### src/rtl/rf2p_stream_buf_pkg.sv
// Shared configuration for the 2-port RF streaming buffer: supported read
// latency, staging depth and the staging-entry layout.
package rf2p_stream_buf_pkg;

  localparam int RF_RD_LAT   = 1;
  localparam int STAGE_DEPTH = 2;
  localparam int STAGE_DWD   = 16;

  typedef struct packed {
    logic [STAGE_DWD-1:0] data;
    logic                 vld;
  } rf_stage_t;

endpackage

### src/rtl/rf2p_skid_stage.sv
// Two-entry in-order staging buffer fed by RF read data; entry 0 is the head
// and keeps its data when it drains so the consumer data holds its last value.
module rf2p_skid_stage
  import rf2p_stream_buf_pkg::*;
#(
  parameter int DWD = 16
) (
  input  logic           clk,
  input  logic           rst,
  input  logic           clear,
  input  logic           capture,
  input  logic [DWD-1:0] cap_data,
  input  logic           pop,
  output logic [1:0]     stage_cnt,
  output logic [DWD-1:0] head_data
);

  typedef struct packed {
    logic [DWD-1:0] data;
    logic           vld;
  } stage_ent_t;

  stage_ent_t ent0, ent1;

  assign stage_cnt = 2'(ent0.vld) + 2'(ent1.vld);
  assign head_data = ent0.data;

  // Entry 1 is only ever valid while entry 0 is valid; a pop shifts it forward.
  always_ff @(posedge clk) begin
    if (rst || clear) begin
      ent0 <= '0;
      ent1 <= '0;
    end else begin
      case ({capture, pop})
        2'b10: begin
          if (!ent0.vld) ent0 <= '{data: cap_data, vld: 1'b1};
          else           ent1 <= '{data: cap_data, vld: 1'b1};
        end
        2'b01: begin
          if (ent1.vld) begin
            ent0     <= ent1;
            ent1.vld <= 1'b0;
          end else begin
            ent0.vld <= 1'b0;
          end
        end
        2'b11: begin
          if (ent1.vld) begin
            ent0      <= ent1;
            ent1.data <= cap_data;
          end else begin
            ent0.data <= cap_data;
          end
        end
        default: ;
      endcase
    end
  end

endmodule

### src/rtl/rf2p_stream_buf.sv
// Streaming FIFO controller around a 2-port register file with 1-cycle reads.
// Optional high-water-mark output o_hwm is built when RF2PBUF_HWM_EN is defined.
module rf2p_stream_buf
  import rf2p_stream_buf_pkg::*;
#(
  parameter int DWD    = 16,
  parameter int AWD    = 5,
  parameter int RD_LAT = 1
) (
  input  logic           i_clk,
  input  logic           i_rst,
  input  logic           i_clear,
  input  logic           i_valid,
  output logic           o_ready,
  input  logic [DWD-1:0] i_data,
  output logic           o_valid,
  input  logic           i_ready,
  output logic [DWD-1:0] o_data,
  output logic [AWD+1:0] o_count,
  output logic           o_rf_write,
  output logic [AWD-1:0] o_rf_waddr,
  output logic [DWD-1:0] o_rf_wdata,
  output logic           o_rf_read,
  output logic [AWD-1:0] o_rf_raddr,
`ifdef RF2PBUF_HWM_EN
  output logic [AWD+1:0] o_hwm,
`endif
  input  logic [DWD-1:0] i_rf_rdata
);

  localparam int         DEPTH   = 2**AWD;
  localparam logic [AWD:0] DEPTH_C = (AWD+1)'(DEPTH);

  if (RD_LAT != RF_RD_LAT) begin : g_bad_rd_lat
    $error("rf2p_stream_buf: RD_LAT=%0d unsupported, only %0d", RD_LAT, RF_RD_LAT);
  end

  typedef struct packed {
    logic           write;
    logic [AWD-1:0] waddr;
    logic [DWD-1:0] wdata;
    logic           read;
    logic [AWD-1:0] raddr;
  } rf_bus_t;

  rf_bus_t        rf;
  logic [AWD-1:0] wptr, rptr;
  logic [AWD:0]   rf_cnt;
  logic           inflight;
  logic [1:0]     stage_cnt;
  logic [2:0]     stage_occ;
  logic [AWD+1:0] count_q;
  logic           push, pop, rd, flush;

  // Both streams transfer on a cycle where valid and ready are high together;
  // o_ready and o_valid depend only on registered state, never on the partner.
  assign flush   = i_rst | i_clear;
  assign o_ready = (rf_cnt < DEPTH_C);
  assign push    = i_valid & o_ready;
  assign o_valid = (stage_cnt != 2'd0);
  assign pop     = o_valid & i_ready;

  // Staging credit counts the same-cycle pop so a full pipe still streams
  // one word per cycle; rf_cnt is the pre-push value, so no read-during-write.
  assign stage_occ = 3'(stage_cnt) + 3'(inflight);
  assign rd = (rf_cnt != '0) && (stage_occ < (3'(STAGE_DEPTH) + 3'(pop))) && !i_clear;

  always_comb begin
    rf.write = push;
    rf.waddr = wptr;
    rf.wdata = push ? i_data : '0;
    rf.read  = rd;
    rf.raddr = rptr;
  end

  assign o_rf_write = rf.write;
  assign o_rf_waddr = rf.waddr;
  assign o_rf_wdata = rf.wdata;
  assign o_rf_read  = rf.read;
  assign o_rf_raddr = rf.raddr;
  assign o_count    = count_q;

  always_ff @(posedge i_clk) begin
    if (flush) begin
      wptr     <= '0;
      rptr     <= '0;
      rf_cnt   <= '0;
      inflight <= 1'b0;
      count_q  <= '0;
    end else begin
      if (push) wptr <= wptr + 1'b1;
      if (rd)   rptr <= rptr + 1'b1;
      rf_cnt   <= rf_cnt + (AWD+1)'(push) - (AWD+1)'(rd);
      inflight <= rd;
      count_q  <= count_q + (AWD+2)'(push) - (AWD+2)'(pop);
    end
  end

  rf2p_skid_stage #(.DWD(DWD)) u_stage (
    .clk       (i_clk),
    .rst       (i_rst),
    .clear     (i_clear),
    .capture   (inflight),
    .cap_data  (i_rf_rdata),
    .pop       (pop),
    .stage_cnt (stage_cnt),
    .head_data (o_data)
  );

`ifdef RF2PBUF_HWM_EN
  always_ff @(posedge i_clk) begin
    if (flush)                o_hwm <= '0;
    else if (count_q > o_hwm) o_hwm <= count_q;
  end
`endif

endmodule

### config.mk
export PLATFORM = sky130hd
export DESIGN_NAME = rf2p_stream_buf
export DESIGN_NICKNAME = d
export VERILOG_FILES = /design/src/rtl/rf2p_stream_buf_pkg.sv /design/src/rtl/rf2p_skid_stage.sv /design/src/rtl/rf2p_stream_buf.sv
export SDC_FILE = /design/constraint.sdc
export NUM_CORES = 1
export LEC_CHECK = 0
export ABC_AREA = 1
export CAP_MARGIN = 20
export CORE_MARGIN = 4
export CORE_UTILIZATION = 45
export DETAILED_ROUTE_END_ITERATION = 8
export PLACE_DENSITY = 0.78
export SYNTH_ARGS = -nofsm -noshare
export SYNTH_HDL_FRONTEND = slang
export SYNTH_SLANG_ARGS = --single-unit
### constraint.sdc
create_clock -name i_clk -period 3.25 [get_ports i_clk]
set_clock_uncertainty 0.15 [all_clocks]
set_input_delay 0.975 -clock i_clk [delete_from_list [all_inputs] [get_ports i_clk]]
set_output_delay 0.975 -clock i_clk [all_outputs]
set_load 0.01 [all_outputs]
==> results by group, run 1 <==
Power and ir drop
  • Switch Pwr: 0.001114 W
  • Combinational group share of total power: 44.3%
  • Sw frac: 37.14%
  • LEAKAGE: 2.155 nW
  • Pwr Total: 0.003000 W
  • Pint: 0.001886 W
  • Maximum vdd ir drop: 0.0005003 V
  • Sequential Power Share: 28.1%
  • PD cells: 625.9 nW/um2
  • Clock share of power: 27.6%

Drt
  • WL per Instance: 12.88 um
  • Drt first pass iters: 5
  • Remaining DRCs: 0
  • Count of antenna-violating nets left after detailed routing: 0
  • Starting DRT DRC Count: 182
  • Aggregate routed wire length: 9569 um
  • Via/cell ratio: 5.001
  • Via count: 3716

CTS
  • Num Clock Sinks: 58
  • Post-CTS Setup Inserts: 0
  • TritonCTS clock tree: done
  • Clock buffer count from CTS: 9
  • Clk slew on worst S/H paths: 0.07 ns
  • Root buffer cell: clkbuf_8
  • Worst skew pair latency: 0.33 ns
  • Clk buf depth: 2
  • H-Tree Depth: 3

Die
  • Die Ht: 97.88 um
  • Full die area: 9580 um2
  • Num ports: 90
  • Die width: 97.88 um
  • Initial Utilization: 46.55%
  • Rows: 32
  • Core area: 7807 um2

Placed design
  • # port buffers: 89
  • Routability cong.: 0.8306
  • Hpwl dp: 6834 um
  • Post-placement cell count: 727
  • Place WS: -0.2436 ns

Worst setup path
  • Slowest stage delay, CP: 0.48 ns
  • Setup crit end kind: output port
  • Critical Path Slowest Stage Cell: clkdlybuf4s50_1
  • Crit path DAT: 2.07 ns
  • Critical path class: input port to output port
  • Critical Path Fanout Max: 10
  • Critical Path Source Type: input port
  • Worst-path cell chain: clkdlybuf4s50_1 -> nand2_1 -> buf_4 -> nor2_1 -> dlygate4sd2_1
  • Crit path from: i_valid
  • Worst path required time: 2.12 ns
  • FF-to-FF Start: u_stage.ent1[0]

Cells and area
  • Layout cells sized above 1: 10.61%
  • Final Non-Filler Cells: 743
  • Filler Cell Count: 714
  • N_diodes: 0
  • Syn-to-layout area delta: 31.88%
  • Layout net count: 697

Synth
  • Ys flop type: dfxtp_1
  • Asr flop ratio synth: 0%
  • Yosys cell types: 32
  • Syn Std Cell Area: 3635 um2
  • Yosys reg bits: 58
  • Ys Warns: 0
  • EDFF count, synth: 0
  • Seq/Total Area, Yosys: 31.94%
  • Syn nets: 613
  • Post-Syn Area per Cell: 6.585 um2
  • Post-Synthesis Cells: 552

Worst hold path
  • Hold/Removal Path Class: register to register
  • Hold path start: u_stage.head_data[10]

Timing
  • RSZ-0062 raised after global routing: no
  • Hold Vio Cnt, Final: 0
  • Fin. max-slew vios: 0
  • Fmax: 0.3135 GHz
  • Relative slew slack: 72.51%
  • Slew @ Worst Pin: 0.4114 ns
  • Final WS setup: 0.05975 ns
  • Count of final setup violators: 0
  • Final clock period utilization by the worst path: 98.16%
  • Tmin final: 3.190 ns

Global routing
  • Grt total ovfl: 0
  • Initial antenna violation count: 0
  • First-pass GRT wire length: 15970 um
  • Vias in the first global route: 3644
  • Global Route Usage Sum: 19.98%
  • Largest net degree at the start of global routing: 34

Flow run
  • Max-cap viol count: 0

Status
  • Status: complete, no violations
-- synth_stat cells (5+ instances only) --
master / n / area (um2)
nor2_2: 11 / 68.82
o21ai_1: 11 / 55.05
nor3_1: 7 / 35.03
o21ai_0: 14 / 70.07
nor2_1: 72 / 270.3
clkbuf_1: 5 / 18.77
ha_1: 21 / 262.8
nand3_1: 48 / 240.2
dfxtp_1: 58 / 1161
a21oi_1: 26 / 130.1
nand2_4: 5 / 56.30
nand2_1: 154 / 578.1
buf_4: 21 / 157.7
inv_1: 66 / 247.7
-- metrics by stage --
stage / hold slack (ns) / area, um2 / setup TNS [ns] / util (%)
global placement: 0.3029 / 4563 / -3.597 / 58.45
floorplan: 0.2940 / 3664 / 0 / -
finish: 0.3157 / 4793 / 0 / 61.39
global route: 0.3321 / 4793 / 0 / 61.39
CTS: 0.3175 / 4785 / 0 / 61.28
detailed placement: 0.3069 / 4563 / -4.258 / 58.45
-- cells by family (layout without fill, tap and decap cells) --
family	Yosys count	after routing	synth area share, %
AOI/OAI and AO/OA	53	53	7.435
xor gates and xnor gates	2	2	0.4820
buffers and inverters	108	197	14.73
adders and majority gates	24	24	8.881
and+or+nand+nor	307	307	36.52
DFF	58	58	31.94
-- layer usage --
| layer | track usage, % | vias to the layer above | wire length, um |
|---|---|---|---|
| li1 | - | 1877 | - |
| met1 | 21.98 | 1696 | 3940 |
| met2 | 36.23 | 124 | 4872 |
| met3 | 4.500 | 19 | 542 |
| met4 | 9.265 | 0 | 214 |
| met5 | 0 | - | 0 |
-- sequential cells by signal, indices dropped and copies added, names as in the netlist --
signal	cells
inflight	1
o_count	7
o_rf_raddr	5
o_rf_waddr	5
rf_cnt	6
u_stage.ent0	1
u_stage.ent1	17
u_stage.head_data	16
-- final cells by class --
type | count | area, um2 | share of cell area, %
Tap cell | 102 | 127.6 | 2.662
Clock buffer | 12 | 145.1 | 3.028
Inverter | 73 | 282.8 | 5.899
Sequential cell | 58 | 1161 | 24.22
Multi-Input combinational cell | 386 | 1964 | 40.98
Clock inverter | 4 | 98.84 | 2.062
Timing Repair Buffer | 108 | 1013 | 21.14
-- power groups by stage --
stage / registers [W] / clock network [W] / logic, W
after CTS: 0.000842 / 0.000841 / 0.00132
after global placement: 0.000852 / 0 / 0.00130
after floorplan: 0.000860 / 0 / 0.000870
final: 0.000842 / 0.000829 / 0.00133
after detailed placement: 0.000857 / 0 / 0.00134
after global routing: 0.000853 / 0.000877 / 0.00150
-- worst paths after layout --
kind,slack [ns],to,cells after the start
min,0.32,u_stage.head_data[10],2
max reg2reg,0.22,rf_cnt[4],18
max,0.06,o_rf_wdata[13],5
min reg2reg,0.32,u_stage.head_data[10],2
-- what timing repair did --
action | CTS | global route
setup endpoints to repair | 18 | 12
hold buffers | 0 | 0
gates resized for setup | 18 | 15
pin swaps | 0 | 0
-- layout by cell type (no fill, tap or decap), types with 3 or more instances in the layout --
cell / synthesis / layout
nand2_1: 154 / 152
nor2_1: 72 / 71
clkdlybuf4s50_1: 0 / 71
inv_1: 66 / 65
dfxtp_1: 58 / 58
nand3_1: 48 / 48
a21oi_1: 26 / 26
ha_1: 21 / 21
buf_4: 21 / 19
o21ai_0: 14 / 13
nor2_2: 11 / 11
o21ai_1: 11 / 11
clkbuf_8: 0 / 10
clkdlybuf4s15_1: 0 / 8
dlygate4sd2_1: 0 / 8
nor3_1: 7 / 7
nand2_4: 5 / 5
inv_2: 3 / 4
nand4_1: 4 / 4
nand2_2: 1 / 3
nor2_4: 2 / 3
bufinv_16: 0 / 3
-- critical path: cells and delay by family --
family	cells	cell delay, ns
buf+inv	3	0.93
simple gates	2	0.16
No activity file was read; power rests on OpenSTA's default activity.
==> inputs of run 2 (changes only) <==
Settings changed: ABC_CLOCK_PERIOD_IN_PS set to 3250.
==> results of run 2 <==
The final DEF is identical to that of run 1; final timing and power are the same.
